--- config.mk ---
export PLATFORM = sky130hd
export DESIGN_NAME = ntt_ctrl
export DESIGN_NICKNAME = d
export VERILOG_FILES = /design/src/rtl/kyber_pkg.sv /design/src/rtl/ntt_delay_line.sv /design/src/rtl/ntt_ctrl.sv
export SDC_FILE = /design/constraint.sdc
export NUM_CORES = 1
export LEC_CHECK = 0
export ABC_AREA = 1
export BUFFER_PORTS_ARGS = -buffer_cell sky130_fd_sc_hd__buf_2
export CAP_MARGIN = 30
export CELL_PAD_IN_SITES_DETAIL_PLACEMENT = 0
export CELL_PAD_IN_SITES_GLOBAL_PLACEMENT = 2
export CORE_MARGIN = 10
export CORE_UTILIZATION = 34
export DETAILED_ROUTE_END_ITERATION = 6
export PLACE_DENSITY = 0.91
export SLEW_MARGIN = 20
export SYNTH_ARGS = -nofsm -noshare
export SYNTH_HDL_FRONTEND = slang
export SYNTH_SLANG_ARGS = --single-unit
--- constraint.sdc ---
create_clock -name clk -period 7.65 [get_ports clk]
set_input_delay 2.295 -clock clk [delete_from_list [all_inputs] [get_ports clk]]
set_output_delay 2.295 -clock clk [all_outputs]
set_load 0.02 [all_outputs]
--- src/rtl/kyber_pkg.sv ---
// Shared Kyber constants, widths and the NTT controller state type.
package kyber_pkg;

  localparam int KYBER_Q    = 3329;
  localparam int KYBER_N    = 256;
  localparam int NTT_LAYERS = 7;

  localparam int ADDR_W  = 8;
  localparam int TW_W    = 7;
  localparam int J_W     = 7;
  localparam int LAYER_W = 3;

  typedef enum logic [1:0] {
    ST_IDLE,
    ST_RUN,
    ST_DRAIN,
    ST_DONE
  } ntt_state_e;

endpackage

--- src/rtl/ntt_delay_line.sv ---
// Fixed-depth shift register; every stage (including any valid bit in the word) clears on reset.
module ntt_delay_line #(
  parameter int DEPTH = 5,
  parameter int WIDTH = 17
) (
  input  logic             clk,
  input  logic             rst,
  input  logic [WIDTH-1:0] din,
  output logic [WIDTH-1:0] dout
);

  generate
    for (genvar gi = 0; gi < DEPTH; gi++) begin : g_stage
      logic [WIDTH-1:0] q_reg;
      if (gi == 0) begin : g_head
        always_ff @(posedge clk) begin
          if (!rst) q_reg <= '0;
          else      q_reg <= din;
        end
      end else begin : g_tail
        always_ff @(posedge clk) begin
          if (!rst) q_reg <= '0;
          else      q_reg <= g_stage[gi-1].q_reg;
        end
      end
    end
  endgenerate

  assign dout = g_stage[DEPTH-1].q_reg;

endmodule

--- src/rtl/ntt_ctrl.sv ---
// 256-point NTT/INTT sequencer: walks 7 layers of 128 butterflies, issues RAM/ROM
// addresses and a write-back stream delayed by the read + butterfly latency.
module ntt_ctrl
  import kyber_pkg::*;
#(
  parameter int RD_LAT = 1,
  parameter int BF_LAT = 4
) (
  input  logic              clk,
  input  logic              rst,
  input  logic              start,
  input  logic              mode,
  output logic              busy,
  output logic              done,
  output logic              rd_en,
  output logic [ADDR_W-1:0] rd_addr_a,
  output logic [ADDR_W-1:0] rd_addr_b,
  output logic [TW_W-1:0]   tw_addr,
  output logic              ct,
  output logic              wr_en,
  output logic [ADDR_W-1:0] wr_addr_a,
  output logic [ADDR_W-1:0] wr_addr_b
);

  localparam int PIPE_LAT = RD_LAT + BF_LAT;
  localparam int CNT_W    = (PIPE_LAT > 1) ? $clog2(PIPE_LAT) : 1;
  localparam int DL_W     = 1 + 2 * ADDR_W;

  localparam logic [CNT_W-1:0]   DRAIN_LAST = CNT_W'(PIPE_LAT - 1);
  localparam logic [J_W-1:0]     J_LAST     = J_W'(KYBER_N / 2 - 1);
  localparam logic [LAYER_W-1:0] LAYER_LAST = LAYER_W'(NTT_LAYERS - 1);

  ntt_state_e         state_reg, state_next;
  logic [LAYER_W-1:0] layer_reg, layer_next;
  logic [J_W-1:0]     j_reg, j_next;
  logic [CNT_W-1:0]   drain_reg, drain_next;
  logic               gs_reg, gs_next;
  logic               ct_reg, ct_next;

  always_ff @(posedge clk) begin
    if (!rst) begin
      state_reg <= ST_IDLE;
      layer_reg <= '0;
      j_reg     <= '0;
      drain_reg <= '0;
      gs_reg    <= 1'b0;
      ct_reg    <= 1'b0;
    end else begin
      state_reg <= state_next;
      layer_reg <= layer_next;
      j_reg     <= j_next;
      drain_reg <= drain_next;
      gs_reg    <= gs_next;
      ct_reg    <= ct_next;
    end
  end

  always_comb begin
    state_next = state_reg;
    layer_next = layer_reg;
    j_next     = j_reg;
    drain_next = drain_reg;
    gs_next    = gs_reg;
    ct_next    = ct_reg;
    case (state_reg)
      ST_IDLE: begin
        if (start) begin
          state_next = ST_RUN;
          layer_next = '0;
          j_next     = '0;
          gs_next    = mode;
          ct_next    = ~mode;
        end
      end
      ST_RUN: begin
        j_next = j_reg + 1'b1;
        if (j_reg == J_LAST) begin
          state_next = ST_DRAIN;
          j_next     = '0;
          drain_next = '0;
        end
      end
      ST_DRAIN: begin
        // Wait out the pipeline so the next layer never reads a word still in flight.
        if (drain_reg == DRAIN_LAST) begin
          drain_next = '0;
          if (layer_reg == LAYER_LAST) begin
            state_next = ST_DONE;
          end else begin
            state_next = ST_RUN;
            layer_next = layer_reg + 1'b1;
          end
        end else begin
          drain_next = drain_reg + 1'b1;
        end
      end
      ST_DONE: state_next = ST_IDLE;
      default: state_next = ST_IDLE;
    endcase
  end

  assign busy = (state_reg == ST_RUN) || (state_reg == ST_DRAIN);
  assign done = (state_reg == ST_DONE);
  assign ct   = ct_reg;

  // len-1 and log2(len) are derived by shifting so every term stays within 7/8 bits.
  logic [3:0]        sh;
  logic [J_W-1:0]    lenm1;
  logic [J_W-1:0]    grp;
  logic [J_W-1:0]    off;
  logic [ADDR_W-1:0] base;

  always_comb begin
    if (gs_reg) begin
      lenm1 = 7'h7F >> (3'd6 - layer_reg);
      sh    = {1'b0, layer_reg} + 4'd1;
    end else begin
      lenm1 = 7'h7F >> layer_reg;
      sh    = 4'd7 - {1'b0, layer_reg};
    end
    grp  = j_reg >> sh;
    off  = j_reg & lenm1;
    base = ({1'b0, grp} << (sh + 4'd1)) + {1'b0, off};

    rd_en     = 1'b0;
    rd_addr_a = '0;
    rd_addr_b = '0;
    tw_addr   = '0;
    if (state_reg == ST_RUN) begin
      rd_en     = 1'b1;
      rd_addr_a = base;
      rd_addr_b = base + {1'b0, lenm1} + 8'd1;
      if (gs_reg) tw_addr = (7'h7F >> layer_reg) - grp;
      else        tw_addr = (7'd1 << layer_reg) + grp;
    end
  end

  logic [DL_W-1:0] dl_in, dl_out;

  assign dl_in = {rd_en, rd_addr_a, rd_addr_b};

  ntt_delay_line #(
    .DEPTH (PIPE_LAT),
    .WIDTH (DL_W)
  ) u_wb_delay (
    .clk  (clk),
    .rst  (rst),
    .din  (dl_in),
    .dout (dl_out)
  );

  assign {wr_en, wr_addr_a, wr_addr_b} = dl_out;

endmodule

==> results_dict.tcl, run 1 <==
set metrics [dict create \
    status "complete, no violations" \
    route.detailed.drc 0 \
    drv_cap 0 \
    dr.pass1.iters 4 \
    antenna_found_initial 0 \
    grt_setup_unrepaired "false" \
    insertion_delay_ns 0.34 \
    arrival_ns 4.91 \
    power_density_nw_per_um2 335.9 \
    layout_commonest_cell "nand2_1" \
    largest_register_ffs 68 \
    crit_fanout 11 \
    grt_pass1_vias 3859 \
    hold_end "u_wb_delay.g_stage[2].q_reg[1]" \
    synth-warning-count 0 \
    fin_util_pct 39.80 \
    crit_path_max_incr_delay_ns 0.44 \
    io_pins 48 \
    min-delay-start "u_wb_delay.g_stage[1].q_reg[1]" \
    clkTransAtPathRegs_ns 0.07 \
    track_usage_pct 11.69 \
    gp_congestion 0.8725 \
    final_nets 830 \
    clockBufferDepth 2 \
    antenna_left 0 \
    dieArea_sq_um 20870 \
    endpoint_kind "output port" \
    r2r_start "layer_reg[0]" \
    startpoint_type "flip-flop" \
    placementRows 45 \
    ys_ff_latch 102 \
    place.port_buffers 47 \
    path_class "reg2out" \
    ys_seq_area_share_pct 38.77 \
    drv_slew 0 \
    required_ns 5.36 \
    cpMostUsedCell "inv_1" \
    r2r_end "u_wb_delay.g_stage[0].q_reg[7]" \
    ff2ff_path_depth 29 \
    netlist_instances 734 \
    tightest_slew_ns 0.8712 \
    tns_ns 0 \
    timing.final.crit_share_pct 94.18 \
    syn-num-nets 785 \
    die_x_um 144.5 \
    routed_wirelength_um 11840 \
    postLayoutCellArea_sq_um 6051 \
    diodes 0 \
    avgSynthCellArea_sq_um 7.175 \
    num_vias 4135 \
    grt_first_pass_wirelength_um 19530 \
    drt_iter0_markers 252 \
    fmax_mhz 138.8 \
    cts_tree "done" \
    avgViaCountPerCell 4.254 \
    comb_power_share_pct 47.3 \
    ys_types 42 \
    setup_viol 0 \
    crit_path_top_delay_cell "fa_1" \
    htree_num_levels 3 \
    dp_cells 954 \
    synth_area_sq_um 5266 \
    drive_gt1_share_pct 14.54 \
    hold_viol 0 \
    peakVddDrop_v 0.0002645 \
    whs_path_depth 2 \
    regToRegSetupSlack_ns 3.11 \
    grt_overflow 0 \
    hold_ws_ns 0.4097 \
    fin_crit_ns 7.205 \
    n_fill_cell 1581 \
    initial_utilization_pct 34.64 \
    seq_power_share_pct 30.0 \
    switching_share_pct 44.01 \
    wl_per_cell_um 12.18 \
    dieHeight_um 144.5 \
    dp_hpwl_um 9011 \
    slew_headroom_pct 41.56 \
    cts_buffers 9 \
    cts_sinks 102 \
    layout_common_cells "nand2_1 (175), inv_1 (160), dfxtp_1 (100)" \
    p_clk_share_pct 22.6 \
    finalNonFillerCells 972 \
    fin_worst_skew_ns 0.007053 \
    postPlaceCellArea_sq_um 5680 \
    power.leakage_uw 0.003417 \
    p_int_uw 1138 \
    flow.area_growth_from_synthesis_pct 14.90 \
    design.core.area_sq_um 15200 \
    root_buffer "clkbuf_16" \
    hp-class "reg2reg" \
    hold_buffers 0 \
    grt_start_max_net_pins 77 \
    switchingPower_uw 894.4 \
]
==> worst max-delay path: cells and delay by family (launching register included) <==
kind	cells	cell delay [ns]
compound gates	3	0.49
fa+ha+maj	4	1.26
xor+xnor	1	0.21
simple gates	13	1.39
flops	1	0.43
buf+inv	9	0.80
==> power by group through the flow <==
| stage | combinational, uW | clock (uW) | sequential, uW |
|---|---|---|---|
| after global routing | 1100 | 499 | 616 |
| after floorplan | 696 | 0 | 617 |
| after global placement | 941 | 0 | 622 |
| final | 962 | 460 | 610 |
| after detailed placement | 935 | 0 | 622 |
| after CTS | 940 | 475 | 609 |
==> synth_stat cells, drive strengths merged <==
cell type  count  share of area (%)
fa             4                1.5
clkbuf        16                1.2
nor3          10               0.95
a22oi          1               0.14
clkinv         2               0.17
o21ai         32                3.3
xor2           9                1.5
o211ai         1               0.14
a211oi         2               0.29
nand4          2               0.24
nor2          64                5.4
or2            5               0.59
ha            43                 10
inv          164                 12
nand3b         2               0.29
xnor2          2               0.33
nand3         26                2.8
nor4           5               0.59
buf            5               0.76
nor3b          1               0.14
a21oi         38                3.7
o22ai          2               0.24
dfxtp        102                 39
a31oi          4               0.48
nand2        187                 14
and2           1               0.12
and3           1               0.12
o21bai         3               0.43
==> worst max path at each step <==
stage	start	end	depth (start not counted)
after global routing	layer_reg[0]	rd_addr_b[6]	29
after floorplan	layer_reg[0]	rd_addr_b[6]	25
final	layer_reg[0]	rd_addr_b[7]	30
after CTS	layer_reg[0]	rd_addr_b[6]	28
after global placement	layer_reg[0]	rd_addr_b[6]	28
after detailed placement	layer_reg[0]	rd_addr_b[6]	28
==> what timing repair did <==
action,CTS,global route
endpoints found under the setup margin,0,4
setup buffers,0,2
resized for setup,0,11
==> through the flow <==
step	setup WS [ns]	power, uW
4_1_cts	0.02647	2025
6_report	0.4452	2032
3_3_place_gp	0.5570	1563
5_1_grt	0.02790	2215
3_5_place_dp	0.4173	1557
2_1_floorplan	0.6740	1312
==> metal layers <==
| metal | global-route usage (%) | wire length, um | vias up |
|---|---|---|---|
| met4 | 2.340 | 96 | 0 |
| met2 | 18.07 | 5062 | 59 |
| li1 | - | - | 2311 |
| met5 | 0 | 0 | - |
| met3 | 3.116 | 608 | 5 |
| met1 | 15.94 | 6074 | 1760 |
==> cells by family (layout without fill, tap and decap cells) <==
logic type	after synthesis	in the layout	synth area share, %
buf+inv	187	237	13.78
xor+xnor	11	11	1.830
fa+ha+maj	47	47	11.74
compound gates	83	83	8.719
simple gates	304	304	25.16
flops	102	102	38.77
==> area by class of cell <==
type	count	area [sq um]	area share (%)
Clock buffer	9	225.2	3.722
Timing Repair Buffer	55	297.8	4.921
Clock inverter	7	81.33	1.344
Inverter	166	624.3	10.32
Multi-Input combinational cell	445	2540	41.98
Sequential cell	102	2047	33.83
Tap cell	188	235.2	3.888
Power figures use the tool's default switching activity.
==> run 2, diff against run 1 <==
Settings changed: ABC_AREA 1 to unset, CORE_ASPECT_RATIO set to 1.4, CORE_UTILIZATION 34 to 37.
==> run 2 against run 1 <==
Critical path depth decreased by 5. Non-clock buffer count increased by 13. Via count decreased by 0.89%. Hold slack improved by 0.018 ns. Combinational power decreased by 50%. Wire length increased by 4.0%. Core utilization increased by 4.3 points. Cell count decreased by 14%. Clock skew increased by 0.0056 ns. Area after synthesis increased by 0.40%. Critical endpoint unchanged. Largest cell class unchanged. Largest power group is now sequential cells.
==> results_dict.tcl, run 2 <==
set metrics [dict create \
    status "complete, no violations" \
    startpoint_type "flip-flop" \
    synth_largest_area_cell "dfxtp_1" \
    crit_path_top_delay_cell "dfxtp_4" \
    track_usage_pct 12.68 \
    fin_util_pct 44.14 \
    drt_iter0_markers 273 \
    cts_buffers 9 \
    root_buffer "clkbuf_16" \
    synth-main-ff-cell "dfxtp_1" \
    route.detailed.drc 0 \
    grt_start_max_net_pins 89 \
    crit_path_max_incr_delay_ns 0.38 \
    synth_area_sq_um 5288 \
    final_nets 694 \
    power_density_nw_per_um2 245.8 \
    path_buf_inv 3 \
    required_ns 5.36 \
    avgSynthCellArea_sq_um 8.932 \
    fmax_mhz 135.6 \
    dp_hpwl_um 9536 \
    ys_types 64 \
    netlist_instances 592 \
    htree_num_levels 3 \
    finalNonFillerCells 833 \
    endpoint_kind "output port" \
    flow.area_growth_from_synthesis_pct 16.66 \
    path_class "reg2out" \
    fin_worst_skew_ns 0.01269 \
    insertion_delay_ns 0.35 \
    syn-num-nets 643 \
    grt_pass1_vias 4133 \
    tightest_slew_ns 0.6032 \
    clkTransAtPathRegs_ns 0.08 \
    routed_wirelength_um 12320 \
    ys_seq_area_share_pct 38.62 \
    dieHeight_um 161.4 \
    synth_area_leaders "dfxtp_1 (39%), and2_1 (11%), ha_1 (10%)" \
    dp_cells 810 \
    slew_headroom_pct 59.79 \
    synth-edff-count 0 \
    regToRegSetupSlack_ns 3.03 \
    io_pins 48 \
    drv_slew 0 \
    dieArea_sq_um 19540 \
    diodes 0 \
    layout_common_cells "dfxtp_1 (100), and2_1 (95), buf_2 (46)" \
    avgViaCountPerCell 4.920 \
    wl_per_cell_um 14.79 \
    antenna_left 0 \
    cts_sinks 102 \
    die_x_um 121.0 \
    r2r_start "layer_reg[1]" \
    synth-warning-count 0 \
    drive_gt1_share_pct 17.59 \
    place.port_buffers 47 \
    placementRows 51 \
    design.core.area_sq_um 13970 \
    clockBufferDepth 2 \
    synth_common_cells "dfxtp_1 (102), and2_1 (95), ha_1 (43)" \
    crit_family "compound AO/OA/AOI/OAI gates" \
    drv_cap 0 \
    grt_first_pass_wirelength_um 20240 \
    power.leakage_uw 0.002763 \
    hold_viol 0 \
    cp.depth 25 \
    arrival_ns 5.08 \
    ys_ff_latch 102 \
    hp-class "reg2reg" \
    grt_overflow 0 \
    fin_crit_ns 7.377 \
    gp_congestion 0.9170 \
    met3_usage_pct 2.826 \
    layout_commonest_cell "dfxtp_1" \
    r2r_end "u_wb_delay.g_stage[0].q_reg[7]" \
    hold_ws_ns 0.4280 \
    timing.final.crit_share_pct 96.43 \
    antenna_found_initial 0 \
    dr.pass1.iters 4 \
    grt_use_met2_pct 24.03 \
    hold_buffers 0 \
    grt_use_met1_pct 12.98 \
    largest_register_ffs 68 \
    ff2ff_path_depth 24 \
    endpoint "rd_addr_b[7]" \
    top_usage_layer "met2" \
    peakVddDrop_v 0.0001075 \
    synth_top_area_share_pct 38.62 \
    initial_utilization_pct 37.84 \
    yosysMostFrequentCell "dfxtp_1" \
    cts_tree "done" \
    num_vias 4098 \
    crit_fanout 12 \
    setup_viol 0 \
    cp-startpoint "layer_reg[1]" \
    synthArstFlopShare_pct 0 \
]
run 2: changes by cell type in the layout (fill, tap and decap cells not counted), sizes merged, moves of 15 or more:
cell   change
inv      -131
and2      +96
nand2    -145
nor2      -26
nor2b     +15
run 2: through the flow:
step / power, uW / setup WS, ns / setup TNS (ns) / area (sq um)
global placement: 1050 / 0.3427 / 0 / 5732
finish: 1516 / 0.2730 / 0 / 6168
detailed placement: 1056 / 0.1675 / 0 / 5732
global route: 1611 / -0.03859 / -0.04708 / 6168
floorplan: 920.9 / 0.4349 / 0 / 5288
CTS: 1521 / 0.02001 / 0 / 6053
run 2: final cells by class:
cell class / count / area [sq um]
Fill cell: 1379 / 7806
Clock inverter: 7 / 86.33
Multi-Input combinational cell: 427 / 3044
Clock buffer: 9 / 225.2
Timing Repair Buffer: 68 / 395.4
Sequential cell: 102 / 2049
Tap cell: 185 / 231.5
Inverter: 35 / 136.4
run 2: power by group:
part           switching (uW)  leakage, uW  total [uW]  internal [uW]
combinational             304      0.00179         477            173
clock                     225     0.000151         461            236
sequential               19.8     0.000825         578            559
run 2: worst min path at each step:
stage                                         start                              end  slack (ns)  cells after the start
floorplan            u_wb_delay.g_stage[3].q_reg[0]               u_wb_delay.dout[0]        0.41                      1
global placement     u_wb_delay.g_stage[3].q_reg[9]               u_wb_delay.dout[9]        0.41                      1
detailed placement   u_wb_delay.g_stage[1].q_reg[9]   u_wb_delay.g_stage[2].q_reg[9]        0.42                      1
CTS                 u_wb_delay.g_stage[2].q_reg[11]  u_wb_delay.g_stage[3].q_reg[11]        0.43                      1
global route        u_wb_delay.g_stage[0].q_reg[10]  u_wb_delay.g_stage[1].q_reg[10]        0.44                      1
finish               u_wb_delay.g_stage[3].q_reg[0]               u_wb_delay.dout[0]        0.43                      1
run 2: logic make-up (layout without fill, tap and decap cells):
family,after synthesis,in the layout,synth area share (%)
flip-flops,102,102,38.62
AND/OR/NAND/NOR,245,245,25.56
multiplexers,8,8,2.153
AO/OA/AOI/OAI,104,104,13.13
XOR/XNOR,23,23,3.952
adder cells (fa/ha/maj),47,47,11.69
buffers and inverters,63,119,4.898
run 2: worst reg2reg max path, stage by stage, from the launching register on:
cell      delay [ns]
dfxtp_4         0.38
ha_4            0.17
inv_1           0.08
ha_2            0.31
and2_4          0.20
nor2_8          0.17
inv_6           0.09
mux4_2          0.22
nand2_1         0.08
a21o_1          0.21
mux2i_2         0.18
nor2_1          0.06
a211oi_1        0.24
ha_1            0.29
nor2b_1         0.14
o21ai_1         0.14
nand2b_1        0.12
a21o_1          0.21
a21oi_2         0.18
xnor2_2         0.15
ha_1            0.29
a21oi_1         0.18
o21a_1          0.18
o21ai_1         0.08
nor3b_1         0.15
run 2: per-layer routing:
metal	share of wire, %	vias up
met4	2.4	0
met5	0	-
met1	39	1907
li1	-	2090
met3	5.1	20
met2	53	81
run 2: what timing repair did:
action / CTS / global route
gates resized for setup: 5 / 17
pin swaps: 2 / 5
endpoints found under the setup margin: 2 / 3
setup buffers: 0 / 7
